**config.mk**
```make
export PLATFORM = sky130hd
export DESIGN_NAME = button_event_scheduler
export DESIGN_NICKNAME = d
export VERILOG_FILES = /design/src/rtl/btn_evt_pkg.sv /design/src/rtl/btn_rr_arbiter.sv /design/src/rtl/button_event_scheduler.sv
export SDC_FILE = /design/constraint.sdc
export NUM_CORES = 1
export LEC_CHECK = 0
export ABC_AREA = 1
export BUFFER_PORTS_ARGS = -buffer_cell sky130_fd_sc_hd__buf_4
export CORE_MARGIN = 1.5
export CORE_UTILIZATION = 57
export CTS_CLUSTER_DIAMETER = 120
export CTS_CLUSTER_SIZE = 12
export DETAILED_ROUTE_END_ITERATION = 7
export GPL_ROUTABILITY_DRIVEN = 0
export PLACE_DENSITY = 0.81
export SLEW_MARGIN = 10
export SYNTH_ARGS = -nofsm -noshare
export SYNTH_HDL_FRONTEND = slang
export SYNTH_HIERARCHICAL = 1
export SYNTH_SLANG_ARGS = --single-unit
```
**constraint.sdc**
```tcl
create_clock -name clk -period 7.15 [get_ports clk]
set_input_delay 0.715 -clock clk [delete_from_list [all_inputs] [get_ports clk]]
set_output_delay 0.715 -clock clk [all_outputs]
set_load 0.005 [all_outputs]
```
**src/rtl/btn_evt_pkg.sv**
```systemverilog
// Shared constants and slot helpers for the push-button event scheduler.
// A slot index packs {button id, event type}: the LSB is the type and the upper bits are the button.
package btn_evt_pkg;

  localparam int ID_W = 3;

  typedef enum logic {
    EVT_SHORT = 1'b0,
    EVT_LONG  = 1'b1
  } evt_type_e;

  function automatic logic [ID_W-1:0] slot_id(input int slot);
    return ID_W'(slot >> 1);
  endfunction

  function automatic logic slot_is_long(input int slot);
    return slot[0];
  endfunction

  function automatic int slot_of(input logic [ID_W-1:0] id, input evt_type_e kind);
    return int'({id, kind});
  endfunction

endpackage

```
**src/rtl/btn_rr_arbiter.sv**
```systemverilog
// Round-robin arbiter: grants the first request at or after ptr, wrapping around.
module btn_rr_arbiter #(
  parameter int N_REQ = 8,
  parameter int IDX_W = 3
) (
  input  logic [N_REQ-1:0] req,
  input  logic [IDX_W-1:0] ptr,
  output logic [N_REQ-1:0] gnt,
  output logic [IDX_W-1:0] gnt_idx,
  output logic             gnt_valid
);

  logic [IDX_W-1:0] idx;

  always_comb begin
    gnt       = '0;
    gnt_idx   = '0;
    gnt_valid = 1'b0;
    idx       = '0;
    for (int off = 0; off < N_REQ; off++) begin
      idx = IDX_W'((int'(ptr) + off) % N_REQ);
      if (!gnt_valid && req[idx]) begin
        gnt[idx]  = 1'b1;
        gnt_idx   = idx;
        gnt_valid = 1'b1;
      end
    end
  end

endmodule

```
**src/rtl/button_event_scheduler.sv**
```systemverilog
// Push-button front end: paces the debouncers, classifies presses as SHORT/LONG,
// and serialises pending events round-robin onto one valid/ready port.
module button_event_scheduler
  import btn_evt_pkg::*;
#(
  parameter int N_BTN      = 4,
  parameter int TICK_DIV   = 100000,
  parameter int LONG_TICKS = 500,
  parameter int CNT_W      = 10
) (
  input  logic             clk,
  input  logic             rst_n,
  output logic             sample_tick,
  input  logic [N_BTN-1:0] pb_debounced,
  output logic             evt_valid,
  input  logic             evt_ready,
  output logic [ID_W-1:0]  evt_id,
  output logic             evt_long,
  output logic             evt_overrun
);

  localparam int N_SLOT = 2 * N_BTN;
  localparam int IDX_W  = (N_SLOT > 1) ? $clog2(N_SLOT) : 1;
  localparam int DIV_W  = $clog2(TICK_DIV);

  logic [DIV_W-1:0]  div_cnt;
  logic [N_BTN-1:0]  prev;
  logic [N_SLOT-1:0] set_vec;
  logic [N_SLOT-1:0] pend;
  logic [N_SLOT-1:0] gnt;
  logic [N_SLOT-1:0] taken;
  logic [N_SLOT-1:0] overrun_vec;
  logic [IDX_W-1:0]  gnt_idx;
  logic [IDX_W-1:0]  rr_ptr;
  logic              gnt_valid;
  logic              out_free;
  logic              load;

  assign sample_tick = (div_cnt == DIV_W'(TICK_DIV - 1));

  always_ff @(posedge clk) begin
    if (!rst_n) begin
      div_cnt <= '0;
    end else if (sample_tick) begin
      div_cnt <= '0;
    end else begin
      div_cnt <= div_cnt + DIV_W'(1);
    end
  end

  always_ff @(posedge clk) begin
    if (!rst_n) begin
      prev <= '0;
    end else begin
      prev <= pb_debounced;
    end
  end

  // A press reaching LONG_TICKS held ticks emits LONG once; an earlier release emits SHORT.
  for (genvar i = 0; i < N_BTN; i++) begin : g_btn
    logic [CNT_W-1:0] hold_cnt;
    logic             long_done;
    logic             rise;
    logic             held;
    logic             fall;
    logic             fire_long;

    assign rise      = pb_debounced[i] & ~prev[i];
    assign held      = pb_debounced[i] & prev[i];
    assign fall      = ~pb_debounced[i] & prev[i];
    assign fire_long = held & sample_tick & ~long_done & (hold_cnt == CNT_W'(LONG_TICKS - 1));

    assign set_vec[2*i]   = fall & ~long_done;
    assign set_vec[2*i+1] = fire_long;

    always_ff @(posedge clk) begin
      if (!rst_n) begin
        hold_cnt  <= '0;
        long_done <= 1'b0;
      end else if (rise) begin
        hold_cnt  <= '0;
        long_done <= 1'b0;
      end else if (held) begin
        if (sample_tick && (hold_cnt != '1)) begin
          hold_cnt <= hold_cnt + CNT_W'(1);
        end
        if (fire_long) begin
          long_done <= 1'b1;
        end
      end else if (fall) begin
        hold_cnt <= '0;
      end
    end
  end

  btn_rr_arbiter #(
    .N_REQ (N_SLOT),
    .IDX_W (IDX_W)
  ) u_arb (
    .req       (pend),
    .ptr       (rr_ptr),
    .gnt       (gnt),
    .gnt_idx   (gnt_idx),
    .gnt_valid (gnt_valid)
  );

  assign out_free    = ~evt_valid | evt_ready;
  assign load        = out_free & gnt_valid;
  assign taken       = gnt & {N_SLOT{load}};
  // A new event on a slot being granted this cycle is kept, not counted as overrun.
  assign overrun_vec = set_vec & pend & ~taken;

  always_ff @(posedge clk) begin
    if (!rst_n) begin
      pend        <= '0;
      evt_overrun <= 1'b0;
    end else begin
      pend        <= (pend & ~taken) | set_vec;
      evt_overrun <= |overrun_vec;
    end
  end

  always_ff @(posedge clk) begin
    if (!rst_n) begin
      evt_valid <= 1'b0;
      evt_id    <= '0;
      evt_long  <= 1'b0;
      rr_ptr    <= '0;
    end else if (load) begin
      evt_valid <= 1'b1;
      evt_id    <= slot_id(int'(gnt_idx));
      evt_long  <= slot_is_long(int'(gnt_idx));
      rr_ptr    <= (gnt_idx == IDX_W'(N_SLOT - 1)) ? '0 : gnt_idx + IDX_W'(1);
    end else if (out_free) begin
      evt_valid <= 1'b0;
    end
  end

endmodule

```
## Yosys cells after proc, flatten, opt, wreduce, memory -nomap -nowiden

Index checks and enable logic that the tools add are counted.

- Add/subtract/negate cells: 13
- Order comparisons: 16
- Equal/unequal tests: 14
- Muxes and demuxes: 71
- Bitwise logic cells: 57
- Reductions and logical operators: 45

Operator list:

| operator | count |
|---|---|
| $mux 10 | 12 |
| $mux 8 | 8 |
| $or 8x8->8 | 8 |
| $add 10x1->10 const B | 4 |
| $eq 10x9->1 const B | 4 |
| $ne 10x10->1 const B | 4 |
| $and 8x8->8 | 4 |
| $lt 3x4->1 const B | 8 |
| $and 1x1->1 | 29 |
| $mux 3 | 9 |
| $mux 1 | 26 |
| $bmux 1 s3 | 8 |
| $demux 1 s3 | 8 |
| $ge 3x1->1 const B | 8 |
| $logic_and 1x1->1 | 19 |
| $add 17x1->17 const B | 1 |
| $eq 17x17->1 const B | 1 |
| $reduce_and 2->1 | 8 |
| $not 1->1 | 14 |
| $add 3x3->3 const B | 4 |
| $reduce_bool 2->1 | 5 |
| $reduce_or 2->1 | 5 |
| $ne 2x1->1 const B | 4 |
| $not 8->8 | 1 |
| other kinds (6) | 14 |

- Bits in registers: 81
- Input port bits: 7
- Output and inout port bits: 7
- Word-level logic and storage cells: 232

## Longest topological paths before layout

Gate-level depths: netlist of the first run.

- Depth after elaboration: 29
- Gate-level depth with buffers: 26
- Depth with buffers taken out: 22

## Hierarchy

Netlist of the first run, hierarchy kept.

Modules (own cells, without submodules):

| module | times used | cells each | area an instance (um^2) | seq. area each (um^2) |
|---|---|---|---|---|
| button_event_scheduler | 1 | 611 | 4129.0 | 1621.6 |
| btn_rr_arbiter | 1 | 305 | 1551.5 | 0.0 |

## Worst setup path before layout of the first run

OpenSTA, ideal clock, no wires.

- Path type: flip-flop to flip-flop
- Start point: reg rr_ptr[0]
- End point: reg evt_overrun
- Library setup time: 0.065 ns
- Arrival time: 3.021 ns
- Required time: 7.085 ns
- Slack: 4.064 ns
- Stages on the path, launching flop included: 26
- Path buffers: 5
- Clock period less this slack: 3.086 ns
- Cells stage by stage: dfxtp_1 -> buf_6 -> inv_4 -> buf_6 -> buf_2 -> ha_1 -> buf_2 -> nand3_1 -> nand2_1 -> nor2_1 -> nor2_4 -> nand4_4 -> nor2_4 -> buf_6 -> nand3b_1 -> nand2_2 -> clkinv_1 -> nand2_1 -> nand2_1 -> inv_1 -> nand2_1 -> nand2_1 -> nor2_1 -> nand2_1 -> nor2_1 -> nor2_1

- Longest elaborated chain between the ends: 29
- Elaborated cells between the ends (all ways): 105
- Classes of those cells: add/sub: 7; order compare: 16; mux: 48; bitwise: 11; reduce/logical: 23

RTL lines:

| element | line | RTL |
|---|---|---|
| start, declared | button_event_scheduler.sv:34 | `logic [IDX_W-1:0] rr_ptr;` |
| start signal, assigned | button_event_scheduler.sv:133 | `rr_ptr <= (gnt_idx == IDX_W'(N_SLOT - 1)) ? '0 : gnt_idx + IDX_W'(1);` |
| parallel branches: the longest is 23 deep, another holds $add 3x1->3 | n/a |  |
| $mux 1 (*) | btn_rr_arbiter.sv:22 | `if (!gnt_valid && req[idx]) begin` |
| net gnt_valid | button_event_scheduler.sv:35 | `logic gnt_valid;` |
| $and 1x1->1 (*) | button_event_scheduler.sv:108 | `assign load = out_free & gnt_valid;` |
| $and 8x8->8 (*) | button_event_scheduler.sv:109 | `assign taken = gnt & {N_SLOT{load}};` |
| $not 8->8 (*) | button_event_scheduler.sv:111 | `assign overrun_vec = set_vec & pend & ~taken;` |
| $and 8x8->8 (*) | button_event_scheduler.sv:111 |  |
| $reduce_or 8->1 (*) | button_event_scheduler.sv:119 | `evt_overrun <= \|overrun_vec;` |
| end signal, assigned | button_event_scheduler.sv:119 |  |
| end, declared | button_event_scheduler.sv:19 | `output logic evt_overrun` |

Mark *: on every way through the listed nets, which the timed path passes. The select of a mux whose other input is x is not followed.
A chain may end at the register's enable or synchronous reset.

## Worst setup path in the final report of the first run

Same ends and word-level chain as after synthesis.

==> metrics.md, run 1 <==
| Metric | Value |
|---|---|
| Final core occ | 61.5% |
| Final #Nets | 929 |
| Number of global-route vias before repair | 4941 |
| Final instance area | 5980 µm² |
| CP endpoint kind | flop |
| CTS root buffer | clkbuf_8 |
| Power per cell area | 315 nW/µm² |
| Hold-fix buffers, CTS | 0 |
| Synthesized Nets | 936 |
| Crit path max-delay family | simple AND/OR/NAND/NOR gates |
| Initial DRC Count | 388 |
| Hold EP | div_cnt[0] |
| Hold Path Class | flop to flop |
| Final setup fails | 0 |
| Reg-to-reg slack, setup | 2360 ps |
| # DRC | 0 |
| Leakage | 0.00242 µW |
| Die area | 10600 µm² |
| Setup TNS | 0 ps |
| Minimum clock period | 4790 ps |
| Synth top area share | 28.5% |
| Most frequent cells in the layout | 189 x nand2_1, 146 x nand3_1, 142 x nor2_1 |
| Routed Antenna Nets | 0 |
| Core footprint | 9730 µm² |
| Setup WS pre-CTS | 2510 ps |
| Worst skew pair latency | 360 ps |
| Initial antenna violation count | 0 |
| Post-detail-place hpwl | 9920 µm |
| DR vias | 5746 |
| Crit path largest cell delay | 920 ps |
| Pin count of the biggest net entering global routing | 28 |
| Synth Instances | 916 |
| Outcome | finished, final reports clean |
| Hold Vio Cnt, Final | 0 |
| Max H-tree Level | 3 |
| Avg Inst Size Synth | 6.20 µm² |
| Critical R2R Capture | evt_overrun |
| Final max-slew violation count | 0 |
| Layout cells sized above 1 | 7.55% |
| Number of synthesized register bits | 81 |
| Yosys top cell by area | dfxtp_1 |
| Layout area overhead | 5.26% |
| CP cell instances | inv_4 -> ha_1 -> inv_1 -> nand3_2 -> nand3_1 -> nand2_1 -> nor2_2 -> nand4_4 -> nor2_4 -> nand3b_1 -> nand2_2 -> clkinv_1 -> nand2_1 -> nand2_1 -> inv_1 -> nand2_1 -> nand2_1 -> nor2_1 -> nand2_1 -> nor2_1 -> nor2_1 |
| CTS tree | built |
| Crit path top cell by count | nand2_1 |
| Peak VDD IR | 0.000178 V |
| Drt via density | 5.49 |
| Bufs and invs on worst path | 4 |
| Critical path class | flop to flop |
| Clk sink count | 81 |
| CP Launch Type | flop |
| First-pass DRT Iterations | 6 |
| Crit-path slowest cell | dfxtp_1 |
| Final setup margin | 2360 ps |
| Port Buf Inserts | 12 |
| Clock Pin Slew Worst Setup and Hold Paths | 90 ps |
| Number of antenna diodes | 0 |
| Worst hold margin | 467 ps |
| Sequential area share after synthesis | 28.5% |
| Clock Tree Buf Depth | 2 |
| YS warnings | 6 |
| Netlist cell types | 38 |
| Mapped Area | 5680 µm² |
| R2R depth | 21 |
| Die width | 103 µm |
| Post-CTS Resized | 0 |
| Drt total wl | 13400 µm |
| Most common cell after layout, fill and taps aside | nand2_1 |
| Top post-synthesis cells by area | dfxtp_1 29%, nand3_1 13%, nand2_1 12%, nor2_1 9.4%, inv_1 6.1% |
| Slew headroom | 39.7% |
| CTS buffer count | 9 |
| Layout fillers | 938 |
| Die Ht | 103 µm |
| Fin crit share | 67.0% |
| Hold_sp | div_cnt[0] |
| Max-cap violations | 0 |
| Final Skew | 16.7 ps |
| First-pass GRT wire length | 22400 µm |
| F_max | 209 MHz |
| Crit path DAT | 5080 ps |
| DP Area | 5750 µm² |
| Total GRT Usage | 26.5% |
| Grt total ovfl | 0 |
| Worst-path maximum fanout | 27 |
| WL/cell | 12.8 µm |
| Reg-to-reg startpoint | rr_ptr[0] |
| Hold depth | 1 |
| Starting Density | 58.4% |
| Unrepaired setup endpoints after global routing | no |
| Worst Tran Pin Value | 904 ps |
| Row count | 36 |
| Boundary Pins | 14 |
| Critical path data required time | 7440 ps |
| Postcts setup bufs | 0 |
layer usage:
metal / vias up / global-route usage [%] / share of wire [%]
met5: - / 0 / 0
met4: 0 / 8.63 / 2.6
met3: 38 / 4.47 / 5.4
met2: 187 / 45.1 / 47
met1: 2545 / 34.4 / 46
li1: 2976 / - / -
power by group:
part | switching [µW] | total, µW | internal, µW
Clock | 184 | 395 | 211
Combinational | 702 | 974 | 272
Sequential | 40.1 | 513 | 473
through the flow:
step	cells	total power, µW
finish	1047	1880
global route	1047	2010
CTS	1047	1860
detailed placement	1031	1460
global placement	1031	1470
floorplan	916	1330
cell type report:
type	instances	area, µm²	share of cell area [%]
clock buffer	10	138	2.30
clock inverter	6	96.3	1.61
inverter	108	408	6.82
multi-input combinational	697	3460	57.9
sequential	81	1620	27.1
tap	133	166	2.78
timing repair buffer	12	90.1	1.51
registers in the layout, indices dropped and copies added (netlist names):
name,count
pend,8
evt_long,1
rr_ptr,3
evt_id,2
g_btn.long_done,4
g_btn.hold_cnt,40
div_cnt,17
evt_overrun,1
evt_valid,1
prev,4
synthesized netlist by cell type (all sizes together):
master,number
xor2,17
a21oi,60
xnor2,6
a31oi,1
o21ai,13
conb,1
buf,26
or2,1
nand2,199
nor3,34
a211oi,1
dfxtp,81
o21bai,2
and3,1
nand4,29
clkinv,6
ha,13
a21boi,1
nor2,153
nor3b,8
inv,102
nor4,1
clkbuf,4
nand3,153
nand3b,3
worst max-delay path by stage:
| stage | start | end | slack [ps] | cells after the start |
|---|---|---|---|---|
| 2_1_floorplan | rr_ptr[0] | evt_overrun | 4060 | 25 |
| 3_3_place_gp | rr_ptr[0] | evt_overrun | 2630 | 21 |
| 3_5_place_dp | rr_ptr[0] | evt_overrun | 2510 | 21 |
| 4_1_cts | rr_ptr[0] | evt_overrun | 2490 | 21 |
| 5_1_grt | rr_ptr[0] | evt_overrun | 1800 | 21 |
| 6_report | rr_ptr[0] | evt_overrun | 2360 | 21 |
kinds of logic after synthesis:
kind of cell | after synthesis | share of synthesized area, %
AO/OA/AOI/OAI | 78 | 7.18
XOR/XNOR | 23 | 3.55
other | 1 | 0.0660
buffers and inverters | 138 | 10.6
adder cells (fa/ha/maj) | 13 | 2.86
flip-flops | 81 | 28.5
AND/OR/NAND/NOR | 582 | 47.2
(Power assumes the default switching activity.)
==> run 2: changes to the inputs <==
==> constraint.sdc (replaced) <==
create_clock -name clk -period 4.7 [get_ports clk]
set_input_delay 0.47 -clock clk [delete_from_list [all_inputs] [get_ports clk]]
set_output_delay 0.47 -clock clk [all_outputs]
set_load 0.005 [all_outputs]
==> metrics.md, run 2 (same netlist as run 1, synthesis figures left out) <==
| Metric | Value |
|---|---|
| Outcome | finished, final reports clean |
| Post-CTS Resized | 0 |
| Critical R2R Capture | evt_overrun |
| Port Buf Inserts | 12 |
| F_max | 245 MHz |
| Slew headroom | 44.1% |
| Unrepaired setup endpoints after global routing | no |
| Peak VDD IR | 0.000286 V |
| Critical path class | flop to flop |
| Leakage | 0.00242 µW |
| Initial DRC Count | 383 |
| Total GRT Usage | 27.9% |
| Drt total wl | 14100 µm |
| Initial antenna violation count | 0 |
| Fin crit share | 86.9% |
| Hold_sp | pb_debounced[2] |
| Starting Density | 58.4% |
| CTS tree | built |
| Die area | 10600 µm² |
| R2R depth | 21 |
| CP endpoint kind | flop |
| Reg-to-reg startpoint | rr_ptr[1] |
| Core footprint | 9730 µm² |
| Postcts setup bufs | 0 |
| Final setup fails | 0 |
| Setup WS pre-CTS | 705 ps |
| Max reg flops | 40 |
| Crit path DAT | 4360 ps |
| Post-route insts no fill | 1048 |
| Pin count of the biggest net entering global routing | 27 |
| Largest regs | g_btn.hold_cnt (40), div_cnt (17), pend (8) |
| Hold EP | prev[2] |
| # DRC | 0 |
| Final Skew | 19.1 ps |
| Drt via density | 5.56 |
| Layout area overhead | 5.20% |
| Post-detail-place hpwl | 10100 µm |
| Routed Antenna Nets | 0 |
| Hold depth | 3 |
| CP Launch Type | flop |
| Clock Pin Slew Worst Setup and Hold Paths | 90 ps |
| Clock Tree Buf Depth | 2 |
| Hold Path Class | primary input to flop |
| Hold Vio Cnt, Final | 0 |
| Critical path data required time | 4980 ps |
| Grt total ovfl | 0 |
| Most flops, register | g_btn.hold_cnt |
| Clk sink count | 81 |
| Worst-path maximum fanout | 23 |
| Power per cell area | 478 nW/µm² |
| Total power draw | 2850 µW |
| WL/cell | 13.4 µm |
| First-pass DRT Iterations | 6 |
| First-pass GRT wire length | 23600 µm |
| Worst Tran Pin Value | 837 ps |
| Hold-fix buffers, CTS | 0 |
| Row count | 36 |
| Layout cells sized above 1 | 7.65% |
| Setup TNS | 0 ps |
| Final setup margin | 618 ps |
| Die Ht | 103 µm |
| Die width | 103 µm |
| Number of global-route vias before repair | 5120 |
| Minimum clock period | 4080 ps |
| Max-cap violations | 0 |
| Placed cell count | 1033 |
| Final max-slew violation count | 0 |
| CTS buffer count | 9 |
| Most frequent cells in the layout | 189 x nand2_1, 146 x nand3_1, 142 x nor2_1 |
| Worst skew pair latency | 350 ps |
| DR vias | 5822 |
| Reg-to-reg slack, setup | 620 ps |
| Final #Nets | 931 |
| Max H-tree Level | 3 |
| Boundary Pins | 14 |
| Number of antenna diodes | 0 |
| CTS root buffer | clkbuf_8 |
| Most common cell after layout, fill and taps aside | nand2_1 |
run 2: worst max path at each step:
stage | end | depth (start not counted) | from | slack (ps)
detailed placement | evt_overrun | 21 | rr_ptr[1] | 710
CTS | evt_overrun | 21 | rr_ptr[1] | 690
global route | evt_overrun | 21 | rr_ptr[1] | 210
floorplan | evt_overrun | 25 | rr_ptr[0] | 1610
global placement | evt_overrun | 21 | rr_ptr[1] | 860
finish | evt_overrun | 21 | rr_ptr[1] | 620
run 2: report_power, final:
part / switching, µW / internal, µW
registers: 34.6 / 720
logic: 1110 / 424
clock network: 267 / 299
total: 1410 / 1440
run 2: critical path: stages, from the launching register on:
cell and delay, ps:
dfxtp_1 580, inv_2 160, ha_1 320, inv_1 380
nand3_2 170, nand3_2 110, nand2_1 230, nor2_2 220
nand4_4 190, nor2_4 420, nand3b_1 210, nand2_2 200
clkinv_1 250, nand2_1 140, nand2_1 60, inv_1 70
nand2_1 50, nand2_1 50, nor2_1 40, nand2_1 50
nor2_1 40, nor2_1 60
run 2: per-stage QoR:
stage	hold slack, ps	util, %	instance area [µm²]
2_1_floorplan	418	-	5680
3_3_place_gp	428	59.2	5760
3_5_place_dp	443	59.2	5760
4_1_cts	319	61.4	5980
5_1_grt	342	61.4	5980
6_report	323	61.4	5980
run 2: area by class of cell:
class / instances / area (µm²)
Clock inverter: 6 / 91.3
Inverter: 108 / 408
Tap cell: 133 / 166
Fill cell: 949 / 3750
Timing Repair Buffer: 14 / 105
Sequential cell: 81 / 1620
Multi-Input combinational cell: 697 / 3460
Clock buffer: 9 / 124
run 2: routing by layer:
metal | GRT usage [%] | up-vias | part of all wire [%]
met5 | 0 | - | 0
met4 | 12.5 | 0 | 3.6
met3 | 5.15 | 50 | 5.9
met2 | 46.5 | 194 | 47
met1 | 35.2 | 2603 | 44
li1 | - | 2975 | -
